File: src/rtl/pong_pkg.sv
// Shared constants for the Pong renderer: colours, grid defaults and derived widths.
package pong_pkg;

  localparam int RGB_W            = 8;
  localparam int COORD_W          = 10;
  localparam int CELL_SHIFT_DEF   = 5;
  localparam int GRID_W_DEF       = 20;
  localparam int GRID_H_DEF       = 15;
  localparam int PADDLE_LEN_DEF   = 5;
  localparam int FLASH_FRAMES_DEF = 60;
  localparam int XW_DEF           = $clog2(GRID_W_DEF);
  localparam int YW_DEF           = $clog2(GRID_H_DEF);

  localparam logic [RGB_W-1:0] COL_BALL_DEF   = 8'hFF;
  localparam logic [RGB_W-1:0] COL_PADDLE_DEF = 8'hFF;
  localparam logic [RGB_W-1:0] COL_NET_DEF    = 8'h92;
  localparam logic [RGB_W-1:0] COL_BG_DEF     = 8'h00;

  typedef enum logic [1:0] {
    PIX_BG,
    PIX_NET,
    PIX_PADDLE,
    PIX_BALL
  } pix_kind_t;

endpackage

File: src/rtl/pong_flash_ctrl.sv
// Post-score blink counter; the ball visibility is frozen at each frame_start.
module pong_flash_ctrl
  import pong_pkg::*;
#(
  parameter int  FLASH_FRAMES = FLASH_FRAMES_DEF,
  localparam int CW           = $clog2(FLASH_FRAMES + 1)
) (
  input  logic CLK_IN,
  input  logic RST_N_IN,
  input  logic frame_start,
  input  logic score_evt,
  output logic ball_visible_s
);

  logic [CW-1:0] flash_cnt;
  logic [CW-1:0] cnt_next;

  // A score reload beats a same-cycle frame decrement.
  always_comb begin
    cnt_next = flash_cnt;
    if (score_evt)
      cnt_next = CW'(FLASH_FRAMES);
    else if (frame_start && (flash_cnt != '0))
      cnt_next = flash_cnt - CW'(1);
  end

  always_ff @(posedge CLK_IN or negedge RST_N_IN) begin
    if (!RST_N_IN) begin
      flash_cnt      <= '0;
      ball_visible_s <= 1'b1;
    end else begin
      flash_cnt <= cnt_next;
      if (frame_start)
        ball_visible_s <= (cnt_next == '0) || !cnt_next[0];
    end
  end

endmodule

File: src/rtl/pong_frame_renderer.sv
// Per-pixel Pong playfield colour generator with frame-latched object positions.
module pong_frame_renderer
  import pong_pkg::*;
#(
  parameter int               CELL_SHIFT   = CELL_SHIFT_DEF,
  parameter int               GRID_W       = GRID_W_DEF,
  parameter int               GRID_H       = GRID_H_DEF,
  parameter int               PADDLE_LEN   = PADDLE_LEN_DEF,
  parameter int               FLASH_FRAMES = FLASH_FRAMES_DEF,
  parameter logic [RGB_W-1:0] COL_BALL     = COL_BALL_DEF,
  parameter logic [RGB_W-1:0] COL_PADDLE   = COL_PADDLE_DEF,
  parameter logic [RGB_W-1:0] COL_NET      = COL_NET_DEF,
  parameter logic [RGB_W-1:0] COL_BG       = COL_BG_DEF,
  localparam int              XW           = $clog2(GRID_W),
  localparam int              YW           = $clog2(GRID_H)
) (
  input  logic               CLK_IN,
  input  logic               RST_N_IN,
  input  logic               frame_start,
  input  logic               active,
  input  logic [COORD_W-1:0] xCoord,
  input  logic [COORD_W-1:0] yCoord,
  input  logic [XW-1:0]      ballX,
  input  logic [YW-1:0]      ballY,
  input  logic [YW-1:0]      playerPos,
  input  logic [YW-1:0]      comPos,
  input  logic               score_evt,
  input  logic               net_en,
  output logic [RGB_W-1:0]   RGB_out,
  output logic               rgb_valid
);

  localparam int EW = COORD_W + 1;

  logic [XW-1:0]      ball_x_s;
  logic [YW-1:0]      ball_y_s;
  logic [YW-1:0]      player_pos_s;
  logic [YW-1:0]      com_pos_s;
  logic               net_en_s;
  logic               ball_visible_s;
  logic [COORD_W-1:0] cx_q;
  logic [COORD_W-1:0] cy_q;
  logic               act_q;

  always_ff @(posedge CLK_IN or negedge RST_N_IN) begin
    if (!RST_N_IN) begin
      ball_x_s     <= '0;
      ball_y_s     <= '0;
      player_pos_s <= '0;
      com_pos_s    <= '0;
      net_en_s     <= 1'b0;
    end else if (frame_start) begin
      ball_x_s     <= ballX;
      ball_y_s     <= ballY;
      player_pos_s <= playerPos;
      com_pos_s    <= comPos;
      net_en_s     <= net_en;
    end
  end

  pong_flash_ctrl #(
    .FLASH_FRAMES(FLASH_FRAMES)
  ) u_flash (
    .CLK_IN        (CLK_IN),
    .RST_N_IN      (RST_N_IN),
    .frame_start   (frame_start),
    .score_evt     (score_evt),
    .ball_visible_s(ball_visible_s)
  );

  always_ff @(posedge CLK_IN or negedge RST_N_IN) begin
    if (!RST_N_IN) begin
      cx_q  <= '0;
      cy_q  <= '0;
      act_q <= 1'b0;
    end else begin
      cx_q  <= xCoord >> CELL_SHIFT;
      cy_q  <= yCoord >> CELL_SHIFT;
      act_q <= active;
    end
  end

  // One extra bit so paddle spans near the bottom edge never wrap.
  logic [EW-1:0] cx_e, cy_e, pl_top, pl_bot, cm_top, cm_bot;
  logic          in_grid, ball_hit, paddle_hit, net_hit;
  pix_kind_t     kind;
  logic [RGB_W-1:0] colour;

  assign cx_e   = EW'(cx_q);
  assign cy_e   = EW'(cy_q);
  assign pl_top = EW'(player_pos_s);
  assign pl_bot = pl_top + EW'(PADDLE_LEN - 1);
  assign cm_top = EW'(com_pos_s);
  assign cm_bot = cm_top + EW'(PADDLE_LEN - 1);

  assign in_grid    = (cx_e < EW'(GRID_W)) && (cy_e < EW'(GRID_H));
  assign ball_hit   = ball_visible_s && (cx_e == EW'(ball_x_s)) && (cy_e == EW'(ball_y_s));
  assign paddle_hit = ((cx_e == '0) && (cy_e >= pl_top) && (cy_e <= pl_bot)) ||
                      ((cx_e == EW'(GRID_W - 1)) && (cy_e >= cm_top) && (cy_e <= cm_bot));
  assign net_hit    = net_en_s && (cx_e == EW'(GRID_W / 2)) && !cy_e[0];

  always_comb begin
    kind = PIX_BG;
    if (in_grid) begin
      if (ball_hit)
        kind = PIX_BALL;
      else if (paddle_hit)
        kind = PIX_PADDLE;
      else if (net_hit)
        kind = PIX_NET;
    end
    case (kind)
      PIX_BALL:   colour = COL_BALL;
      PIX_PADDLE: colour = COL_PADDLE;
      PIX_NET:    colour = COL_NET;
      default:    colour = COL_BG;
    endcase
    if (!act_q)
      colour = '0;
  end

  always_ff @(posedge CLK_IN or negedge RST_N_IN) begin
    if (!RST_N_IN) begin
      RGB_out   <= '0;
      rgb_valid <= 1'b0;
    end else begin
      RGB_out   <= colour;
      rgb_valid <= act_q;
    end
  end

endmodule

File: config.mk
export PLATFORM = sky130hd
export DESIGN_NAME = pong_frame_renderer
export DESIGN_NICKNAME = d
export VERILOG_FILES = /design/src/rtl/pong_pkg.sv /design/src/rtl/pong_flash_ctrl.sv /design/src/rtl/pong_frame_renderer.sv
export SDC_FILE = /design/constraint.sdc
export NUM_CORES = 1
export LEC_CHECK = 0
export CORE_MARGIN = 1.5
export CORE_UTILIZATION = 49
export CTS_BUF_LIST = sky130_fd_sc_hd__clkbuf_16
export CTS_CLUSTER_SIZE = 8
export DETAILED_ROUTE_END_ITERATION = 8
export PLACE_DENSITY = 0.8
export SLEW_MARGIN = 20
export SYNTH_ARGS = -nofsm -noshare
export SYNTH_HDL_FRONTEND = slang
export SYNTH_HIERARCHICAL = 1
export SYNTH_SLANG_ARGS = --single-unit
File: constraint.sdc
create_clock -name CLK_IN -period 2.05 [get_ports CLK_IN]
set_clock_uncertainty 0.15 [all_clocks]
set_input_delay 0.3075 -clock CLK_IN [delete_from_list [all_inputs] [get_ports CLK_IN]]
set_output_delay 0.3075 -clock CLK_IN [all_outputs]
set_load 0.1 [all_outputs]
==> results by group <==
Run status
  • Outcome: completed

STA
  • Post-route setup TNS: 0 ps
  • Setup WS post-layout: 137 ps
  • Worst-Margin Slew: approximately 460 ps
  • Fin crit period: 1910 ps
  • Final setup viols: 0
  • Slew Limit Fails: 0
  • Hold Violations, Final: 0
  • Max Fclk: 523 MHz
  • Rel. slew slack: 68.3%
  • RSZ-0062 raised after global routing: true
  • Tcrit/Tclk final: 93.3%

Cells and area
  • Layout Cells excl Fill: ~280
  • Antenna Cells: 0
  • Fillers: 322
  • NumNets Final: between 200 and 300
  • Commonest non-fill, non-tap cells in the layout: 38 x dfrtp_1, 31 x clkdlybuf4s50_1, 16 x nand2_1, 16 x ha_1, 15 x inv_1
  • Most common library cell in the layout ignoring fill and taps: dfrtp_1
  • Layout cells sized above 1: 17.9%
  • Area grow syn2layout: 31.0%

GRT
  • Initial antenna violation count: 0
  • Vias in the first global route: 1426
  • Largest net degree at the start of global routing: 40
  • Gr ovfl total: 0
  • Global Route Usage Sum: 18.9%
  • First-pass GRT wire length: between 6 and 7 mm

Synthesis
  • Syn avg cell area: 10.9 µm²
  • Seq cells post-synth: 39
  • Async SR Flop Fraction: 100%
  • Syn_nets: 246
  • Sequential share of the synthesized area: 48.3%
  • Mapped Cells: 185
  • Main synth FF type: dfrtp_1
  • Netlist Area Pre-Place: 0.00202 mm²
  • Post-synth EDFFs: 0
  • Synth cell types: 36
  • Synthesis Warnings: 6

Floorplanning
  • Die H: 67.3 µm
  • # rows: 23
  • Core Box Area: 0.00397 mm²
  • Top Ports: 52
  • Die X: 67.3 µm
  • Die area: 0.00452 mm²
  • Initial Util: 50.9%

CTS
  • TritonCTS buffer count: 5
  • CTS tree: yes
  • Clk root buf: clkbuf_16
  • Clock Latency Late Sink: 280 ps
  • CTS sink count: 39
  • # Post-CTS Setup Buffers: 0
  • Max clock buf depth: 2
  • Htree depth: 2
  • Clock-pin slew on the worst setup and hold paths: 60 ps

Min path
  • Min-Delay Endpoint: rgb_valid$_DFF_PN0_
  • Hold Path Stages: 0
  • Worst Hold Launch: act_q$_DFF_PN0_
  • Hold Crit Class: flop to flop

Place
  • # port buffers: 41
  • GP Congestion: 0.791
  • Post-DP HPWL: 2.85 mm
  • Setup WS pre-CTS: 111 ps
  • Dpl cells: 270

Critical path
  • R2r endpoint: RGB_out[4]$_DFF_PN0_
  • Crit path DAT: 1910 ps
  • Reg2reg start: com_pos_s[2]$_DFFE_PN0P_
  • Critical Path Sink Type: flop
  • Worst-path fanout max: 3
  • CP Launch Type: flop
  • Worst EP required: 2050 ps
  • R2r worst-path depth: 8
  • Setup CP Type: flop to flop
  • Worst R2R Setup Slack: 140 ps

Route
  • Vias: 1491
  • Via-per-instance ratio: roughly 5.3
  • Drc violations: 0
  • Post-route ant nets: 0
  • Routed WL: 3.94 mm
  • Routed wire per std cell: ~14 µm
  • First-pass DRT Iterations: 4
  • DR iter-0 viols: 61

Pwr
  • Int Pwr: 1.58 mW
  • P_sw: 0.495 mW
  • Leak: 1.11 nW
  • Clock Power Share: around two fifths
  • IR drop worst, VDD: 0.546 mV
  • Net Sw Frac: 23.9%
  • Pwr Total: 2.07 mW
  • Reg power frac: between 40% and 50%
  • Power per Cell Area: 782 mW/mm²
  • Combinational power share: 15.8%

Run
  • Max cap viols: 0
[cell families after synthesis]
family                   after synthesis  synth area share [%]
flip-flops                            39                  48.3
XOR/XNOR                               9                  3.90
adder cells (fa/ha/maj)               18                  11.1
AO/OA/AOI/OAI                         33                  10.8
buffers and inverters                 25                  5.81
multiplexers                          12                  6.68
AND/OR/NAND/NOR                       49                  13.4
[area by class of cell]
type / count / area (µm²) / share of cell area [%]
inverter: 16 / 60.1 / 2.27
tap: 50 / 62.6 / 2.36
timing repair buffer: 45 / 428 / 16.1
clock inverter: 3 / 43.8 / 1.65
multi-input combinational: 121 / 955 / 36.0
sequential: 39 / 977 / 36.9
clock buffer: 5 / 125 / 4.72
[state kept, by name, summed over array words and instances, names as in the netlist]
signal	flops
RGB_out	2
act_q	1
ball_x_s	5
ball_y_s	4
com_pos_s	4
cx_q	5
cy_q	5
net_en_s	1
player_pos_s	4
rgb_valid	1
u_flash/ball_visible_s	1
u_flash/flash_cnt	6
[worst max-delay path, stage by stage (launching register included)]
cell and delay (ps):
dfrtp_1 430, ha_4 290, inv_2 40, ha_4 250, nand3b_1 90, a21oi_1 120
o22ai_1 90, a31oi_1 210, a31oi_1 120
[layer usage]
layer	routed length, µm	share of wire [%]	track usage, %
met1	1770	45	22.3
met2	1950	49	31.3
met3	157	4.0	6.50
met4	70	1.8	7.91
met5	0	0	0
[cell usage after synthesis (all sizes together) (3+ instances only)]
master	count	share of area, %
a21oi	6	1.5
inv	16	3.0
ha	18	11
nand3	7	1.7
nand2b	4	1.2
dfrtp	38	47
xnor2	9	3.9
nand3b	3	1.1
buf	7	2.5
nor3	3	0.74
o21ai	12	3.0
nand2	16	3.0
nand4	4	1.2
mux2	12	6.7
[metrics by stage]
stage | cell area [µm²] | utilization, % | hold slack, ps
2_1_floorplan | 2020 | - | -138
3_3_place_gp | 2450 | 61.6 | 135
3_5_place_dp | 2450 | 61.6 | 139
4_1_cts | 2630 | 66.1 | 244
5_1_grt | 2650 | 66.8 | 254
6_report | 2650 | 66.8 | 239
[power groups by stage]
stage / combinational, mW / clock, mW / sequential (mW)
2_1_floorplan: 0.184 / 0 / 0.886
3_3_place_gp: 0.304 / 0 / 0.889
3_5_place_dp: 0.314 / 0 / 0.892
4_1_cts: 0.318 / 0.885 / 0.879
5_1_grt: 0.368 / 0.924 / 0.888
6_report: 0.328 / 0.866 / 0.881
[worst max-delay path by stage]
| stage | from | endpoint | cells past startpoint |
|---|---|---|---|
| after floorplan | RGB_out[6]$_DFF_PN0_ | RGB_out[2] | 1 |
| after global placement | frame_start | u_flash/flash_cnt[5]$_DFF_PN0_ | 4 |
| after CTS | com_pos_s[2]$_DFFE_PN0P_ | RGB_out[4]$_DFF_PN0_ | 6 |
| final | com_pos_s[2]$_DFFE_PN0P_ | RGB_out[4]$_DFF_PN0_ | 8 |
| after global routing | com_pos_s[2]$_DFFE_PN0P_ | RGB_out[6]$_DFF_PN0_ | 8 |
| after detailed placement | com_pos_s[2]$_DFFE_PN0P_ | RGB_out[4]$_DFF_PN0_ | 8 |
[what timing repair did]
item	in CTS	in global routing
hold buffers	1	0
endpoints found under the setup margin	0	2
resized for setup	0	5
endpoints found under the hold margin	38	0
No activity file was read; power rests on OpenSTA's default activity.
